`src/rtl/flash_cmd_decoder_pkg.sv`:
```
// rtl/flash_cmd_decoder_pkg.sv - shared states, opcode/command tables and reverse-map helpers
package flash_cmd_decoder_pkg;

    typedef enum logic [2:0] {
        ST_IDLE,
        ST_OPCODE,
        ST_DECODE,
        ST_ADDR,
        ST_WAIT_CS
    } dec_state_e;

    localparam logic [1:0] FT_WINBOND  = 2'b00;
    localparam logic [1:0] FT_INFINEON = 2'b01;
    localparam logic [1:0] FT_MICRON   = 2'b10;
    localparam logic [1:0] FT_SPANSION = 2'b11;

    // Command indices; 0 is reserved for "no mapping"
    localparam logic [4:0] CMD_NONE                = 5'd0;
    localparam logic [4:0] CMD_READ_INPUT          = 5'd1;
    localparam logic [4:0] CMD_FAST_READ_INPUT     = 5'd2;
    localparam logic [4:0] CMD_DUAL_READ_INPUT     = 5'd3;
    localparam logic [4:0] CMD_DUAL_IO_READ_INPUT  = 5'd4;
    localparam logic [4:0] CMD_QUAD_READ_INPUT     = 5'd5;
    localparam logic [4:0] CMD_QUAD_IO_READ_INPUT  = 5'd6;
    localparam logic [4:0] CMD_WRITE_INPUT         = 5'd7;
    localparam logic [4:0] CMD_SE_INPUT            = 5'd8;
    localparam logic [4:0] CMD_BE_INPUT            = 5'd9;
    localparam logic [4:0] CMD_RST_EN_INPUT        = 5'd10;
    localparam logic [4:0] CMD_RST_INPUT           = 5'd11;
    localparam logic [4:0] CMD_JEDEC_INPUT         = 5'd12;
    localparam logic [4:0] CMD_WREN_INPUT          = 5'd13;
    localparam logic [4:0] CMD_WRDI_INPUT          = 5'd14;
    localparam logic [4:0] CMD_RDSR_INPUT          = 5'd15;
    localparam logic [4:0] CMD_WRSR_INPUT          = 5'd16;
    localparam logic [4:0] CMD_BE_64K_INPUT        = 5'd17;
    localparam logic [4:0] CMD_CE_INPUT            = 5'd18;
    localparam logic [4:0] CMD_QPP_INPUT           = 5'd19;
    localparam logic [4:0] CMD_REMS_INPUT          = 5'd20;
    localparam logic [4:0] CMD_RDCR_INPUT          = 5'd21;
    localparam logic [4:0] CMD_WRCR_INPUT          = 5'd22;

    // Opcodes common to all flash types
    localparam logic [7:0] OP_READ         = 8'h03;
    localparam logic [7:0] OP_FAST_READ    = 8'h0B;
    localparam logic [7:0] OP_DUAL_READ    = 8'h3B;
    localparam logic [7:0] OP_DUAL_IO_READ = 8'hBB;
    localparam logic [7:0] OP_QUAD_READ    = 8'h6B;
    localparam logic [7:0] OP_QUAD_IO_READ = 8'hEB;
    localparam logic [7:0] OP_WRITE        = 8'h02;
    localparam logic [7:0] OP_SE           = 8'hD8;
    localparam logic [7:0] OP_BE           = 8'hC7;
    localparam logic [7:0] OP_RST_EN       = 8'h66;
    localparam logic [7:0] OP_RST          = 8'h99;
    localparam logic [7:0] OP_JEDEC        = 8'h9F;
    localparam logic [7:0] OP_WREN         = 8'h06;
    localparam logic [7:0] OP_WRDI         = 8'h04;
    localparam logic [7:0] OP_RDSR         = 8'h05;
    localparam logic [7:0] OP_WRSR         = 8'h01;
    // Winbond-specific erase opcodes
    localparam logic [7:0] OP_SE_WB        = 8'h20;
    localparam logic [7:0] OP_BE_WB        = 8'h52;
    localparam logic [7:0] OP_BE_64K_WB    = 8'hD8;
    localparam logic [7:0] OP_CE_WB        = 8'hC7;
    // Infineon-only opcodes; WRCR shares 0x01 with WRSR, which wins
    localparam logic [7:0] OP_QPP_IF       = 8'h32;
    localparam logic [7:0] OP_REMS_IF      = 8'h90;
    localparam logic [7:0] OP_RDCR_IF      = 8'h35;
    localparam logic [7:0] OP_WRCR_IF      = 8'h01;

    function automatic logic needs_addr(input logic [4:0] cmd);
        return cmd inside {CMD_READ_INPUT, CMD_FAST_READ_INPUT, CMD_WRITE_INPUT,
                           CMD_SE_INPUT, CMD_BE_INPUT, CMD_BE_64K_INPUT, CMD_QPP_INPUT};
    endfunction

    // Returns {unknown, cmd}; the if-chain order gives first-in-table priority
    function automatic logic [5:0] opcode_to_cmd(input logic [7:0] op, input logic [1:0] ft);
        logic       wb;
        logic       inf;
        logic       hit;
        logic [4:0] c;
        wb  = (ft == FT_WINBOND);
        inf = (ft == FT_INFINEON);
        hit = 1'b1;
        c   = CMD_NONE;
        if (op == OP_READ)                        c = CMD_READ_INPUT;
        else if (op == OP_FAST_READ)              c = CMD_FAST_READ_INPUT;
        else if (op == OP_DUAL_READ)              c = CMD_DUAL_READ_INPUT;
        else if (op == OP_DUAL_IO_READ)           c = CMD_DUAL_IO_READ_INPUT;
        else if (op == OP_QUAD_READ)              c = CMD_QUAD_READ_INPUT;
        else if (op == OP_QUAD_IO_READ)           c = CMD_QUAD_IO_READ_INPUT;
        else if (op == OP_WRITE)                  c = CMD_WRITE_INPUT;
        else if (op == (wb ? OP_SE_WB : OP_SE))   c = CMD_SE_INPUT;
        else if (op == (wb ? OP_BE_WB : OP_BE))   c = CMD_BE_INPUT;
        else if (op == OP_RST_EN)                 c = CMD_RST_EN_INPUT;
        else if (op == OP_RST)                    c = CMD_RST_INPUT;
        else if (op == OP_JEDEC)                  c = CMD_JEDEC_INPUT;
        else if (op == OP_WREN)                   c = CMD_WREN_INPUT;
        else if (op == OP_WRDI)                   c = CMD_WRDI_INPUT;
        else if (op == OP_RDSR)                   c = CMD_RDSR_INPUT;
        else if (op == OP_WRSR)                   c = CMD_WRSR_INPUT;
        else if (wb && op == OP_BE_64K_WB)        c = CMD_BE_64K_INPUT;
        else if (wb && op == OP_CE_WB)            c = CMD_CE_INPUT;
        else if (inf && op == OP_QPP_IF)          c = CMD_QPP_INPUT;
        else if (inf && op == OP_REMS_IF)         c = CMD_REMS_INPUT;
        else if (inf && op == OP_RDCR_IF)         c = CMD_RDCR_INPUT;
        else if (inf && op == OP_WRCR_IF)         c = CMD_WRCR_INPUT;
        else                                      hit = 1'b0;
        return {~hit, c};
    endfunction

endpackage

```
`src/rtl/flash_cmd_decoder_if.sv`:
```
// rtl/flash_cmd_decoder_if.sv - single-line QSPI bus as seen by the decoder
interface flash_cmd_decoder_if;
    logic sck;
    logic cs_n;
    logic io0;

    modport master (output sck, output cs_n, output io0);
    modport slave  (input  sck, input  cs_n, input  io0);
endinterface

```
`src/rtl/flash_cmd_decoder_sync_edge_det.sv`:
```
// rtl/flash_cmd_decoder_sync_edge_det.sv - N-stage synchronizer with rise/fall pulses
module flash_cmd_decoder_sync_edge_det #(
    parameter int unsigned STAGES    = 2,
    parameter logic        RESET_VAL = 1'b0
) (
    input  logic clk,
    input  logic rst_ni,
    input  logic async_i,
    output logic level_o,
    output logic rise_o,
    output logic fall_o
);

    logic [STAGES-1:0] sync_q;
    logic              prev_q;

    // Synchronizer chain plus one history flop for edge detection
    always_ff @(posedge clk or negedge rst_ni) begin
        if (!rst_ni) begin
            sync_q <= {STAGES{RESET_VAL}};
            prev_q <= RESET_VAL;
        end else begin
            sync_q <= {sync_q[STAGES-2:0], async_i};
            prev_q <= sync_q[STAGES-1];
        end
    end

    assign level_o = sync_q[STAGES-1];
    assign rise_o  = sync_q[STAGES-1] & ~prev_q;
    assign fall_o  = ~sync_q[STAGES-1] & prev_q;

endmodule

```
`src/rtl/flash_cmd_decoder.sv`:
```
// rtl/flash_cmd_decoder.sv - QSPI single-line opcode/address front end for the flash model
module flash_cmd_decoder
    import flash_cmd_decoder_pkg::*;
#(
    parameter int unsigned ADDR_W      = 24,
    parameter int unsigned SYNC_STAGES = 2
) (
    input  logic                  clk,
    input  logic                  rst_ni,
    input  logic                  enable,
    input  logic [1:0]            flash_type_i,
    flash_cmd_decoder_if.slave    bus,
    output logic [4:0]            cmd_o,
    output logic                  cmd_valid_o,
    output logic                  cmd_unknown_o,
    output logic [ADDR_W-1:0]     addr_o,
    output logic                  addr_valid_o,
    output logic                  abort_o
);

    localparam logic [4:0] ADDR_LAST = 5'(ADDR_W - 1);

    logic sck_s, sample_en, sck_fall;
    logic cs_s, frame_start, frame_end;
    logic io0_s, io0_rise, io0_fall;
    logic unused_sig;

    flash_cmd_decoder_sync_edge_det #(.STAGES(SYNC_STAGES), .RESET_VAL(1'b0)) u_sync_sck (
        .clk(clk), .rst_ni(rst_ni), .async_i(bus.sck),
        .level_o(sck_s), .rise_o(sample_en), .fall_o(sck_fall)
    );

    flash_cmd_decoder_sync_edge_det #(.STAGES(SYNC_STAGES), .RESET_VAL(1'b1)) u_sync_cs (
        .clk(clk), .rst_ni(rst_ni), .async_i(bus.cs_n),
        .level_o(cs_s), .rise_o(frame_end), .fall_o(frame_start)
    );

    flash_cmd_decoder_sync_edge_det #(.STAGES(SYNC_STAGES), .RESET_VAL(1'b0)) u_sync_io0 (
        .clk(clk), .rst_ni(rst_ni), .async_i(bus.io0),
        .level_o(io0_s), .rise_o(io0_rise), .fall_o(io0_fall)
    );

    assign unused_sig = ^{sck_s, sck_fall, io0_rise, io0_fall};

    dec_state_e          state_q;
    logic [2:0]          bit_cnt_q;
    logic [4:0]          addr_cnt_q;
    logic [1:0]          ftype_q;
    logic [7:0]          op_sh_q;
    logic [ADDR_W-1:0]   addr_sh_q;
    logic [4:0]          cmd_q;
    logic                cmd_valid_q;
    logic                cmd_unknown_q;
    logic [ADDR_W-1:0]   addr_q;
    logic                addr_valid_q;
    logic                abort_q;
    logic [5:0]          dec_d;
    logic [ADDR_W-1:0]   addr_next_d;

    assign dec_d       = opcode_to_cmd(op_sh_q, ftype_q);
    assign addr_next_d = {addr_sh_q[ADDR_W-2:0], io0_s};

    // Frame FSM: opcode shift, decode, address capture, wait for CS release
    always_ff @(posedge clk or negedge rst_ni) begin
        if (!rst_ni) begin
            state_q       <= ST_IDLE;
            bit_cnt_q     <= '0;
            addr_cnt_q    <= '0;
            ftype_q       <= '0;
            op_sh_q       <= '0;
            addr_sh_q     <= '0;
            cmd_q         <= '0;
            cmd_valid_q   <= 1'b0;
            cmd_unknown_q <= 1'b0;
            addr_q        <= '0;
            addr_valid_q  <= 1'b0;
            abort_q       <= 1'b0;
        end else begin
            cmd_valid_q  <= 1'b0;
            addr_valid_q <= 1'b0;
            abort_q      <= 1'b0;
            if (!enable) begin
                state_q <= ST_IDLE;
            end else begin
                case (state_q)
                    ST_IDLE: begin
                        if (frame_start) begin
                            state_q   <= ST_OPCODE;
                            bit_cnt_q <= '0;
                            op_sh_q   <= '0;
                            ftype_q   <= flash_type_i;
                        end
                    end
                    ST_OPCODE: begin
                        // A final bit coinciding with frame_end still completes
                        if (sample_en) begin
                            op_sh_q   <= {op_sh_q[6:0], io0_s};
                            bit_cnt_q <= bit_cnt_q + 3'd1;
                            if (bit_cnt_q == 3'd7) state_q <= ST_DECODE;
                        end else if (frame_end) begin
                            abort_q <= 1'b1;
                            state_q <= ST_IDLE;
                        end
                    end
                    ST_DECODE: begin
                        cmd_unknown_q <= dec_d[5];
                        cmd_q         <= dec_d[4:0];
                        cmd_valid_q   <= 1'b1;
                        addr_cnt_q    <= '0;
                        addr_sh_q     <= '0;
                        // CS may already be released if it rose with the last opcode bit
                        if (cs_s)
                            state_q <= ST_IDLE;
                        else if (!dec_d[5] && needs_addr(dec_d[4:0]))
                            state_q <= ST_ADDR;
                        else
                            state_q <= ST_WAIT_CS;
                    end
                    ST_ADDR: begin
                        if (sample_en) begin
                            addr_sh_q  <= addr_next_d;
                            addr_cnt_q <= addr_cnt_q + 5'd1;
                            if (addr_cnt_q == ADDR_LAST) begin
                                addr_q       <= addr_next_d;
                                addr_valid_q <= 1'b1;
                                state_q      <= ST_WAIT_CS;
                            end
                        end else if (frame_end) begin
                            abort_q <= 1'b1;
                            state_q <= ST_IDLE;
                        end
                    end
                    ST_WAIT_CS: begin
                        if (cs_s) state_q <= ST_IDLE;
                    end
                    default: state_q <= ST_IDLE;
                endcase
            end
        end
    end

    assign cmd_o         = cmd_q;
    assign cmd_valid_o   = cmd_valid_q;
    assign cmd_unknown_o = cmd_unknown_q;
    assign addr_o        = addr_q;
    assign addr_valid_o  = addr_valid_q;
    assign abort_o       = abort_q;

endmodule

```
`src/flat_wrapper.sv`:
```
// flat-port wrapper written by rule: the top's interface ports become plain ports
module flash_cmd_decoder_flat import flash_cmd_decoder_pkg::*;
#(
    parameter int unsigned ADDR_W      = 24,
    parameter int unsigned SYNC_STAGES = 2
)
  (clk, rst_ni, enable, flash_type_i, cmd_o, cmd_valid_o, cmd_unknown_o, addr_o, addr_valid_o, abort_o, bus_sck, bus_cs_n, bus_io0);
  flash_cmd_decoder_if bus_i ();
  input  logic clk;
  input  logic rst_ni;
  input  logic enable;
  input  logic [1:0] flash_type_i;
  output logic [4:0] cmd_o;
  output logic cmd_valid_o;
  output logic cmd_unknown_o;
  output logic [ADDR_W-1:0] addr_o;
  output logic addr_valid_o;
  output logic abort_o;
  input wire logic [$bits(bus_i.sck)-1:0] bus_sck;
  input wire logic [$bits(bus_i.cs_n)-1:0] bus_cs_n;
  input wire logic [$bits(bus_i.io0)-1:0] bus_io0;
  assign bus_i.sck = bus_sck;
  assign bus_i.cs_n = bus_cs_n;
  assign bus_i.io0 = bus_io0;
  flash_cmd_decoder #(.ADDR_W(ADDR_W), .SYNC_STAGES(SYNC_STAGES)) u_core (.clk(clk), .rst_ni(rst_ni), .enable(enable), .flash_type_i(flash_type_i), .bus(bus_i), .cmd_o(cmd_o), .cmd_valid_o(cmd_valid_o), .cmd_unknown_o(cmd_unknown_o), .addr_o(addr_o), .addr_valid_o(addr_valid_o), .abort_o(abort_o));
endmodule
```
`config.mk`:
```
export PLATFORM = sky130hd
export DESIGN_NAME = flash_cmd_decoder_flat
export DESIGN_NICKNAME = d
export VERILOG_FILES = /design/src/rtl/flash_cmd_decoder_pkg.sv /design/src/rtl/flash_cmd_decoder_if.sv /design/src/rtl/flash_cmd_decoder_sync_edge_det.sv /design/src/rtl/flash_cmd_decoder.sv /design/src/flat_wrapper.sv
export SDC_FILE = /design/constraint.sdc
export NUM_CORES = 1
export LEC_CHECK = 0
export ABC_AREA = 1
export CORE_MARGIN = 5
export CORE_UTILIZATION = 37
export DETAILED_ROUTE_END_ITERATION = 12
export SYNTH_ARGS = -nofsm -noshare
export SYNTH_HDL_FRONTEND = slang
export SYNTH_SLANG_ARGS = --single-unit
```
`constraint.sdc`:
```
create_clock -name clk -period 2.1 [get_ports clk]
set_clock_uncertainty 0.15 [all_clocks]
set_input_delay 0.21 -clock clk [delete_from_list [all_inputs] [get_ports clk]]
set_output_delay 0.21 -clock clk [all_outputs]
set_load 0.01 [all_outputs]
```
Word level (Yosys, flattened, before mapping)
Index checks and enable logic that the tools add are counted.
Word-level totals
  output and inout port bits: 33
  RAM bits: 0
  bits of input ports: 8
  latch bits: 0
  logic and storage cells: 164
  memories kept: 0
  register bits: 85
  bits in read-only memories: 0
Cells by class
  magnitude comparators: 0
  equal/unequal tests: 42
  add/subtract/negate cells: 2
  bitwise logic cells: 7
  mux-type cells: 77
  div/mod/pow operators: 0
  $mul: 0
  shifts and indexed selects: 0
  reduce and logical (&&, ||, !) cells: 19
Operators with widths (count)
  $mux W5: 23
  $eq A8 B8 Y1 const B: 7
  $pmux W23 S2: 1
  $mux W3: 12
  $mux W1: 32
  $mux W8: 4
  $eq A8 B3 Y1 const B: 3
  $eq A8 B6 Y1 const B: 3
  $mux W23: 1
  $eq A8 B2 Y1 const B: 2
  $eq A8 B7 Y1 const B: 2
  $eq A8 B8 Y1: 2
  $pmux W8 S2: 1
  $eq A5 B5 Y1 const B: 3
  $pmux W3 S5: 1
  $reduce_and A4 Y1: 3
  $eq A5 B4 Y1 const B: 2
  $pmux W5 S2: 1
  $eq A8 B1 Y1 const B: 1
  $eq A8 B4 Y1 const B: 1
  $ne A4 B4 Y1 const B: 2
  $logic_and A1 B1 Y1: 7
  $reduce_bool A7 Y1: 1
  $eq A3 B2 Y1 const B: 2
  20 further kinds: 30

Logic depth before layout (Yosys ltp)
  word-level depth: 31
  depth in mapped cells: 12
  depth with buffers taken out: 12

By module
From an unflattened synthesis, not the netlist that was laid out.
Second synthesis, totals
  cells, all modules: 464
  area, all modules: 3843.7 sq um
By module, submodules not included
  flash_cmd_decoder: sequential area each 1926.8 sq um, instances 1, cells an instance 443, area each 3569.7 sq um
  flash_cmd_decoder_sync_edge_det (u_core.u_sync_io0 ...): sequential area each 75.1 sq um, instances 2, cells an instance 7, area each 90.1 sq um
  flash_cmd_decoder_sync_edge_det (u_core.u_sync_cs): sequential area each 78.8 sq um, instances 1, cells an instance 7, area each 93.8 sq um

Least setup slack after synthesis
Ideal clock, no wire load.
  kind: register to register
  start: register u_core.addr_cnt_q[0]
  end: register u_core.addr_q[10] (netlist: u_core.addr_o[10])
  period minus slack after synthesis: 1645 ps
  arrival time: 1374 ps
  setup time: 121 ps
  required time: 1829 ps
  path buffers: 2
  setup slack: 455 ps
  cell stages (with the launch flop): 11
  cell sequence: dfrtp_1 ha_1 nand2_1 nor3_1 inv_1 nor2_4 inv_2 buf_6 buf_6 nand2_1 o21ai_1
On the way
  cells in the longest elaborated chain, start to end: 2
Ends and longest elaborated chain
  start: declaration: line flash_cmd_decoder.sv:47  | logic [4:0] addr_cnt_q;
  start signal: assignment: line flash_cmd_decoder.sv:122  | addr_cnt_q <= addr_cnt_q + 5'd1;
  $eq A5 B5 Y1: line flash_cmd_decoder.sv:123  | if (addr_cnt_q == ADDR_LAST) begin
  $reduce_and A4 Y1 (no source line)
  end signal: assignment: line flash_cmd_decoder.sv:124  | addr_q <= addr_next_d;
  end: declaration: line flash_cmd_decoder.sv:54  | logic [ADDR_W-1:0] addr_q;
Every way passes these cells.
A chain may end at the register's enable or synchronous reset.

Final worst setup path
  start: register u_core.op_sh_q[7]
  end: register u_core.state_q[2]
On the way
  cells in the longest elaborated chain, start to end: 31
  elaborated cells on any way between the ends: 84
  those cells by class: eq/ne: 28; mux: 48; reduce/logical: 8
Ends and longest elaborated chain
  start: declaration: line flash_cmd_decoder.sv:49  | logic [7:0] op_sh_q;
  start signal: assignment: line flash_cmd_decoder.sv:97  | op_sh_q <= {op_sh_q[6:0], io0_s};
  $eq A8 B1 Y1: line flash_cmd_decoder_pkg.sv:100, flash_cmd_decoder_pkg.sv:106
  $logic_and A1 B1 Y1: line flash_cmd_decoder_pkg.sv:106  | else if (inf && op == OP_WRCR_IF) c = CMD_WRCR_INPUT;
  $mux W5: line flash_cmd_decoder_pkg.sv:106
  $mux W5: line flash_cmd_decoder_pkg.sv:105  | else if (inf && op == OP_RDCR_IF) c = CMD_RDCR_INPUT;
  $mux W5: line flash_cmd_decoder_pkg.sv:104  | else if (inf && op == OP_REMS_IF) c = CMD_REMS_INPUT;
  $mux W5: line flash_cmd_decoder_pkg.sv:103  | else if (inf && op == OP_QPP_IF) c = CMD_QPP_INPUT;
  $mux W5: line flash_cmd_decoder_pkg.sv:102  | else if (wb && op == OP_CE_WB) c = CMD_CE_INPUT;
  $mux W5: line flash_cmd_decoder_pkg.sv:101  | else if (wb && op == OP_BE_64K_WB) c = CMD_BE_64K_INPUT;
  [15 not listed]
  $mux W5: line flash_cmd_decoder_pkg.sv:85  | if (op == OP_READ) c = CMD_READ_INPUT;
  $eq A5 B1 Y1 (tied with other cells): line flash_cmd_decoder_pkg.sv:71  | return cmd inside {CMD_READ_INPUT, CMD_FAST_READ_INPUT, CMD_WRITE_INPUT,
  $reduce_bool A7 Y1: line flash_cmd_decoder_pkg.sv:71
  $logic_and A1 B1 Y1 (*): line flash_cmd_decoder.sv:114  | else if (!dec_d[5] && needs_addr(dec_d[4:0]))
  $mux W3 (*): line flash_cmd_decoder.sv:114
  $mux W3 (*): line flash_cmd_decoder.sv:112  | if (cs_s)
  $pmux W3 S5 (*): line flash_cmd_decoder.sv:85  | case (state_q)
  $mux W3 (*): line flash_cmd_decoder.sv:82  | if (!enable) begin
  end signal: assignment: line flash_cmd_decoder.sv:83  | state_q <= ST_IDLE;
  end signal: assignment: line flash_cmd_decoder.sv:113  | state_q <= ST_IDLE;
  end signal: assignment: line flash_cmd_decoder.sv:115  | state_q <= ST_ADDR;
  end: declaration: line flash_cmd_decoder.sv:45  | dec_state_e state_q;
Mark *: on every way between the ends. The rest lies on a longest branch, timed or not.

==> out/qor_table.md <==
| Parameter | Reported | Unit |
|:---|:---|:---|
| Maximum fanout encountered on the critical timing path | 7 | - |
| CTS tree | built | - |
| Kind of cell with the highest combined delay on the critical path | simple AND/OR/NAND/NOR gates | - |
| Time the worst path needs with I/O delays and setup | 1.911 | ns |
| Category of the critical setup timing path | register to register | - |
| Post-route antenna net violation count | 0 | - |
| Global route total overflow | 0 | - |
| GP Congestion | 0.9089 | - |
| Static power due to leakage | 0.002187 | uW |
| Ratio of total power to cell area | 868.2 | nW/um^2 |
| Post-synthesis instance area | 3836 | sq um |
| Via count of the first global-routing pass | 3,012 | - |
| Via count normalized by instance count | 4.914 | - |
| Worst min-delay path startpoint | bus_cs_n | - |
| Cell count of the worst reg-to-reg path | 11 | - |
| Most used cell, CP | sky130_fd_sc_hd__nand2_1 | - |
| Hold Path Stages | 1 | - |
| Clock slew seen by the registers of the worst setup and hold paths | 0.08 | ns |
| Average cell area after synthesis | 9.026 | sq um |
| Rows | 37 | - |
| Synthesized netlist net count | 436 | - |
| Highest clock rate | 523.4 | MHz |
| Result of the run | completed | - |
| Drt wl/cell | 13.51 | um |
| Cell at the root of the clock tree | sky130_fd_sc_hd__clkbuf_8 | - |
| Number of optimization iterations in the first detailed-route pass | 4 | - |
| Global-route wire length before repair | 14,340 | um |
| CTS sink cnt | 85 | - |
| Reg-to-Reg Start | u_core.op_sh_q[7] | - |
| Placement Cell Area | 4398 | sq um |
| Max-slew violations | 0 | - |
| Total area of multi-input combinational cells | 1401 | sq um |
| Core region area | 10,230 | sq um |
| Area of the die | 12,500 | sq um |
| Worst hold margin | 0.1065 | ns |
| Total wire length after detailed routing | 8298 | um |
| TritonCTS buffer count | 9 | - |
| Number of flip-flops and latches in the synthesized netlist | 85 | - |
| Final critical-path share of the clock period | 90.98 | % |
| Antenna violations before repair | 0 | - |
| Estimated wirelength of the detail-placed design | 5901 | um |
| Horizontal die dimension | 111.8 | um |
| Cell type of the slowest stage on the worst timing path | sky130_fd_sc_hd__dfrtp_1 | - |
| Critical path buffer and inverter count | 1 | - |
| Transition time at the pin with the least slew margin | 0.5092 | ns |
| Fraction of final layout cells with drive strength greater than 1 | 12.55 | % |
| Synth warnings | 0 | - |
| Net total in the final layout | 484 | - |
| Total negative setup slack | 0 | ns |
| End point of the most critical hold path | u_core.u_sync_cs.sync_q[0] | - |
| Total inserted antenna cells | 0 | - |
| Setup crit start kind | register | - |
| Cell breakdown of the critical path | nor2_2 -> inv_2 -> nor2_4 -> nand2_4 -> nor2_1 -> nand3b_1 -> nor2_1 -> nand2_1 -> nand2_1 -> nand2_1 -> nand2_1 | - |
| Capturing element type of the critical path | register | - |
| Gate count of the mapped netlist | 425 | - |
| IR drop worst, VDD | 0.4147 | mV |
| End of the worst register-to-register path | u_core.state_q[2] | - |
| Number of distinct library cells after synthesis | 32 | - |
| Input/output buffers | 40 | - |
| Peak per-stage delay on the critical path | 0.46 | ns |
| GRT Resource Usage Total | 14.02 | % |
| Seq/Total Area, Yosys | 55.54 | % |
| Starting DRT DRC Count | 106 | - |
| Clock buffer depth | 2 | - |
| Max-cap check violation count | 0 | - |
| Area added between synthesis and finish | 20.97 | % |
| Type of the tightest min-delay check | input port to register | - |
| Unrepaired setup endpoints after global routing | no | - |
| Worst EP required | 2.20 | ns |
| Initial standard-cell utilization of the core | 37.50 | % |
| Filler cells | 979 | - |
| Placed cells | 597 | - |
| Slack of the worst reg-to-reg path | 0.19 | ns |
| Detailed-route via count | 3,017 | - |
| Total DRC errors in the routed layout | 0 | - |
| I/O pins | 41 | - |
| Data arrival time of the worst path | 2.01 | ns |
| Clock latency reported for the late side of the worst-skew pair | 0.36 | ns |
| Die height | 111.8 | um |
| Setup violations, final | 0 | - |
| Worst slew margin relative to its limit | 65.77 | % |
| Final Non-Filler Cells | 614 | - |
| Area of all sequential standard cells | 2131 | sq um |
| Number of hold violations in the final report | 0 | - |
| H-tree depth reported by CTS | 3 | - |
| Post-route standard cell area excluding fillers | 4641 | sq um |
| Count of buffers added by post-CTS timing repair for setup | 0 | - |
| Pin count of the biggest net entering global routing | 55 | - |
==> kinds of logic (layout without fill, tap and decap cells) <==
| group | count (synthesis) | in the layout | share of synthesized area [%] |
|---|---|---|---|
| AOI/OAI and AO/OA | 81 | 81 | 12.46 |
| xor gates and xnor gates | 4 | 4 | 0.9131 |
| adders and majority gates | 3 | 3 | 0.9786 |
| buffers and inverters | 73 | 126 | 7.926 |
| DFF | 85 | 85 | 55.54 |
| muxes | 1 | 1 | 0.2935 |
| and+or+nand+nor | 178 | 178 | 21.88 |
==> layer usage <==
metal  vias to the layer above  share of wire, %  global-route usage [%]  routed length, um
met3                        20               4.0                   3.043                332
met1                      1429                46                   18.28               3822
li1                       1499                 -                       -                  -
met5                         -                 0                       0                  0
met2                        69                47                   21.30               3905
met4                         0               2.9                   8.516                238
==> cells in the final DEF, fill, tap and decap left out, types with 4 or more instances in the layout <==
cell                              netlist  final
sky130_fd_sc_hd__a21oi_1                7      7
sky130_fd_sc_hd__nor2_4                 6      6
sky130_fd_sc_hd__inv_2                 10      9
sky130_fd_sc_hd__o21ai_1               20     20
sky130_fd_sc_hd__clkbuf_8               0      9
sky130_fd_sc_hd__nor2_1                41     41
sky130_fd_sc_hd__o21ai_2                4      4
sky130_fd_sc_hd__nand3_1               18     18
sky130_fd_sc_hd__nand4_1                7      7
sky130_fd_sc_hd__nand2_2                4      4
sky130_fd_sc_hd__nor2_2                 5      5
sky130_fd_sc_hd__inv_1                 52     52
sky130_fd_sc_hd__nor4_1                 4      4
sky130_fd_sc_hd__nand2_1               78     78
sky130_fd_sc_hd__dfrtp_1               82     82
sky130_fd_sc_hd__nor3_1                10     10
sky130_fd_sc_hd__o22ai_1               30     30
sky130_fd_sc_hd__xor2_1                 4      4
sky130_fd_sc_hd__clkdlybuf4s50_1        0     39
sky130_fd_sc_hd__o21ai_0               15     15
sky130_fd_sc_hd__buf_4                  0      7
==> metrics by stage <==
| stage | total power [uW] | utilization [%] | worst slack [ns] |
|---|---|---|---|
| CTS | 4076 | 45.33 | 0.1003 |
| global placement | 2715 | 42.99 | 0.08797 |
| finish | 4029 | 45.36 | 0.1894 |
| detailed placement | 2738 | 42.99 | 0.02829 |
| global route | 4279 | 45.36 | 0.03962 |
| floorplan | 2488 | - | 0.4546 |
==> worst reg2reg max path, delay by kind of cell, from the launching register on <==
family | cells | cell delay (ns)
buffers and inverters | 1 | 0.08
DFF | 1 | 0.46
and+or+nand+nor | 10 | 1.12
==> cells in the mapped netlist <==
cell type | count | area, sq um
sky130_fd_sc_hd__dfrtp_1 | 82 | 2052
sky130_fd_sc_hd__nand2_1 | 78 | 292.8
sky130_fd_sc_hd__inv_1 | 52 | 195.2
sky130_fd_sc_hd__nor2_1 | 41 | 153.9
sky130_fd_sc_hd__o22ai_1 | 30 | 187.7
sky130_fd_sc_hd__o21ai_1 | 20 | 100.1
sky130_fd_sc_hd__nand3_1 | 18 | 90.09
sky130_fd_sc_hd__o21ai_0 | 15 | 75.07
sky130_fd_sc_hd__inv_2 | 10 | 37.54
sky130_fd_sc_hd__nor3_1 | 10 | 50.05
sky130_fd_sc_hd__a21oi_1 | 7 | 35.03
sky130_fd_sc_hd__nand4_1 | 7 | 43.79
sky130_fd_sc_hd__nor2_4 | 6 | 67.56
sky130_fd_sc_hd__buf_2 | 5 | 25.02
sky130_fd_sc_hd__nor2_2 | 5 | 31.28
sky130_fd_sc_hd__nand2_2 | 4 | 25.02
sky130_fd_sc_hd__nor4_1 | 4 | 25.02
sky130_fd_sc_hd__o21ai_2 | 4 | 35.03
sky130_fd_sc_hd__xor2_1 | 4 | 35.03
sky130_fd_sc_hd__a32o_1 | 3 | 30.03
sky130_fd_sc_hd__buf_6 | 3 | 33.78
sky130_fd_sc_hd__dfstp_2 | 3 | 78.83
sky130_fd_sc_hd__ha_1 | 3 | 37.54
sky130_fd_sc_hd__clkbuf_1 | 2 | 7.510
sky130_fd_sc_hd__nand3b_1 | 2 | 15.01
sky130_fd_sc_hd__a211oi_1 | 1 | 7.510
sky130_fd_sc_hd__clkbuf_2 | 1 | 5.000
sky130_fd_sc_hd__mux2_2 | 1 | 11.26
sky130_fd_sc_hd__nand2_4 | 1 | 11.26
sky130_fd_sc_hd__nor4_2 | 1 | 12.51
sky130_fd_sc_hd__nor4_4 | 1 | 21.27
sky130_fd_sc_hd__o211ai_1 | 1 | 7.510
==> state kept, by name (all words and copies together) (netlist names), 2 cells and up <==
name,count
u_core.u_sync_sck.sync_q,2
u_core.addr_o,24
u_core.bit_cnt_q,3
u_core.ftype_q,2
u_core.u_sync_io0.sync_q,2
u_core.addr_cnt_q,5
u_core.cmd_o,5
u_core.addr_sh_q,23
u_core.state_q,3
u_core.u_sync_cs.sync_q,2
u_core.op_sh_q,8
==> power by group <==
| part | switching, uW | total, uW | internal, uW |
|---|---|---|---|
| clock network | 630 | 1320 | 690 |
| logic | 443 | 699 | 256 |
| registers | 110 | 2010 | 1900 |
==> timing repair <==
item / in CTS / in global routing
endpoints found under the setup margin: 0 / 24
hold buffers: 1 / 0
resized for setup: 0 / 2
hold endpoints to repair: 31 / 0
==> worst max path at each step <==
stage / startpoint / end / slack (ns) / cells past startpoint
4_1_cts: u_core.addr_cnt_q[0] / u_core.addr_o[22] / 0.10 / 8
2_1_floorplan: u_core.addr_cnt_q[0] / u_core.addr_o[10] / 0.45 / 10
6_report: u_core.op_sh_q[7] / u_core.state_q[2] / 0.19 / 11
3_5_place_dp: enable / u_core.addr_o[19] / 0.03 / 7
5_1_grt: u_core.op_sh_q[7] / u_core.state_q[2] / 0.04 / 11
3_3_place_gp: enable / u_core.addr_o[19] / 0.09 / 7
==> final cells by class <==
type	count	share of cell area, %
clock buffers	9	2.669
clock inverters	7	2.292
inverters	62	5.069
multi-input cells	267	30.20
flip-flops and latches	85	45.92
well taps	136	3.667
repair buffers	48	10.19
(Power assumes the default switching activity.)
==> RTL change: new RTL, config.mk and constraints unchanged <==
Register the inputs `enable` and `flash_type_i` before use. The logic sees them one clock later. The other inputs are not delayed to match.
--- a/src/rtl/flash_cmd_decoder.sv
+++ b/src/rtl/flash_cmd_decoder.sv
@@ -19,6 +19,14 @@
 );
 
     localparam logic [4:0] ADDR_LAST = 5'(ADDR_W - 1);
+
+    logic enable_q;
+    logic [1:0] flash_type_q;
+
+    always_ff @(posedge clk) begin
+        enable_q     <= enable;
+        flash_type_q <= flash_type_i;
+    end
 
     logic sck_s, sample_en, sck_fall;
     logic cs_s, frame_start, frame_end;
@@ -79,7 +87,7 @@
             cmd_valid_q  <= 1'b0;
             addr_valid_q <= 1'b0;
             abort_q      <= 1'b0;
-            if (!enable) begin
+            if (!enable_q) begin
                 state_q <= ST_IDLE;
             end else begin
                 case (state_q)
@@ -88,7 +96,7 @@
                             state_q   <= ST_OPCODE;
                             bit_cnt_q <= '0;
                             op_sh_q   <= '0;
-                            ftype_q   <= flash_type_i;
+                            ftype_q   <= flash_type_q;
                         end
                     end
                     ST_OPCODE: begin
Function: no difference found for any inputs over 4 cycles, from zero or initial values and one cycle with rst_ni low; that may be too few to reach the edited logic, so the function may still have changed.
==> RTL change against the original RTL <==
- wire length increased by 9.6%
- final area grew 14%
- setup slack worse by 0.24 ns
- critical endpoint is now u_core.state_q[0]$_DFFE_PN0P_
- core utilization rose by 5.6 points
- synthesized area up 3.0%
- sequential cell count is 3 higher
- largest power group unchanged
- total power shrank 0.24%
- the flow now finishes with violations (negative setup slack)
==> RTL change: results (changes against the original RTL) <==
[metrics] fraction of layout instances using a drive strength above 1: 0.268 (+0.143)
[metrics] Cell Int Power: 2.79 mW (-2.0%)
[metrics] source of the critical timing path: u_core.op_sh_q[6]$_DFFE_PN0P_
[metrics] number of global-route vias before repair: 3237 (+7.5%)
[metrics] clock share of power: 0.305 (-0.023)
[metrics] DP Wirelength: 6370 um (+7.9%)
[metrics] final layout net count: 550 (+14%)
[metrics] CP max-delay cell: dfrtp_2
[metrics] violations in the final reports: negative setup slack
[metrics] first-pass GRT wire length: 15300 um (+6.8%)
[metrics] GRT Util Overall: 0.147 (+0.00635)
[metrics] cell area after placement: 0.00470 sq mm (+6.8%)
[metrics] total routed wirelength: 9100 um (+9.6%)
[metrics] DRT met1 WL: 4280 um (+12%)
[metrics] maximum fanout along the worst path: 4 (-3)
[metrics] Total Neg Setup Slack: -0.114 ns (-0.114 ns)
[metrics] global routing usage on met3: 0.0283 (-0.00209)
[metrics] pre-CTS setup slack: -0.103 ns (-0.132 ns)
[metrics] pin count of the biggest net entering global routing: 49 (-11%)
[metrics] syn_nets: 464 (+6.4%)
[metrics] worst setup margin: -0.0519 ns (-0.241 ns)
[metrics] slew margin rel.: 0.697 (+0.0396)
[metrics] Max rail drop VDD: 0.000426 V (+2.7%)
[metrics] combinational fraction of design power: 0.225 (+0.051)
[metrics] met2 routed wirelength: 4440 um (+14%)
[metrics] most frequent cells after synthesis: nand2_1, dfrtp_1, inv_1
[metrics] DRC violation total after the first TritonRoute iteration: 186 (+75%)
[metrics] filler cell count in the final layout: 1008 (+3.0%)
[metrics] Cell variety after synth: 34 (+6.3%)
[metrics] total setup violations reported at the end of the flow: 3 (+3)
[metrics] Post-Place Cells: 647 (+8.4%)
[metrics] detailed-route wire length per cell: 13.4 um (-1.0%)
[metrics] GRT met2 Usage: 0.236 (+0.0228)
[metrics] share of synthesized area occupied by flip-flops and latches: 0.554 (-0.00116)
[metrics] routed wire length on met3: 225 um (-32%)
[metrics] status: finished, violations left
[metrics] launch instance of the worst register-to-register path: u_core.op_sh_q[6]$_DFFE_PN0P_
[metrics] via total after detailed routing: 3310 (+9.7%)
[metrics] post-CTS sizing: 25 (+25)
## RTL change: area by class of cell
class / instances / area, sq um / share of cell area
well taps: 136 / 170 / 0.0322
clock buffers: 10 / 138 / 0.0261
flip-flops and latches: 88 / 2200 / 0.416
clock inverters: 6 / 76.3 / 0.0144
repair buffers: 89 / 812 / 0.154
multi-input cells: 276 / 1590 / 0.301
inverters: 75 / 297 / 0.0561
## RTL change: metrics by stage
stage	util	total power, mW	hold slack (ns)
global placement	0.453	2.71	-0.0197
finish	0.509	4.02	0.117
global route	0.509	4.27	0.0823
floorplan	-	2.36	-0.236
detailed placement	0.453	2.72	-0.0129
CTS	0.489	4.00	0.0879
## RTL change: cell families after synthesis
kind of cell | share of synthesized area
AO/OA/AOI/OAI | 0.121
AND/OR/NAND/NOR | 0.223
flip-flops | 0.554
XOR/XNOR | 0.00222
buffers and inverters | 0.0909
adder cells (fa/ha/maj) | 0.00950
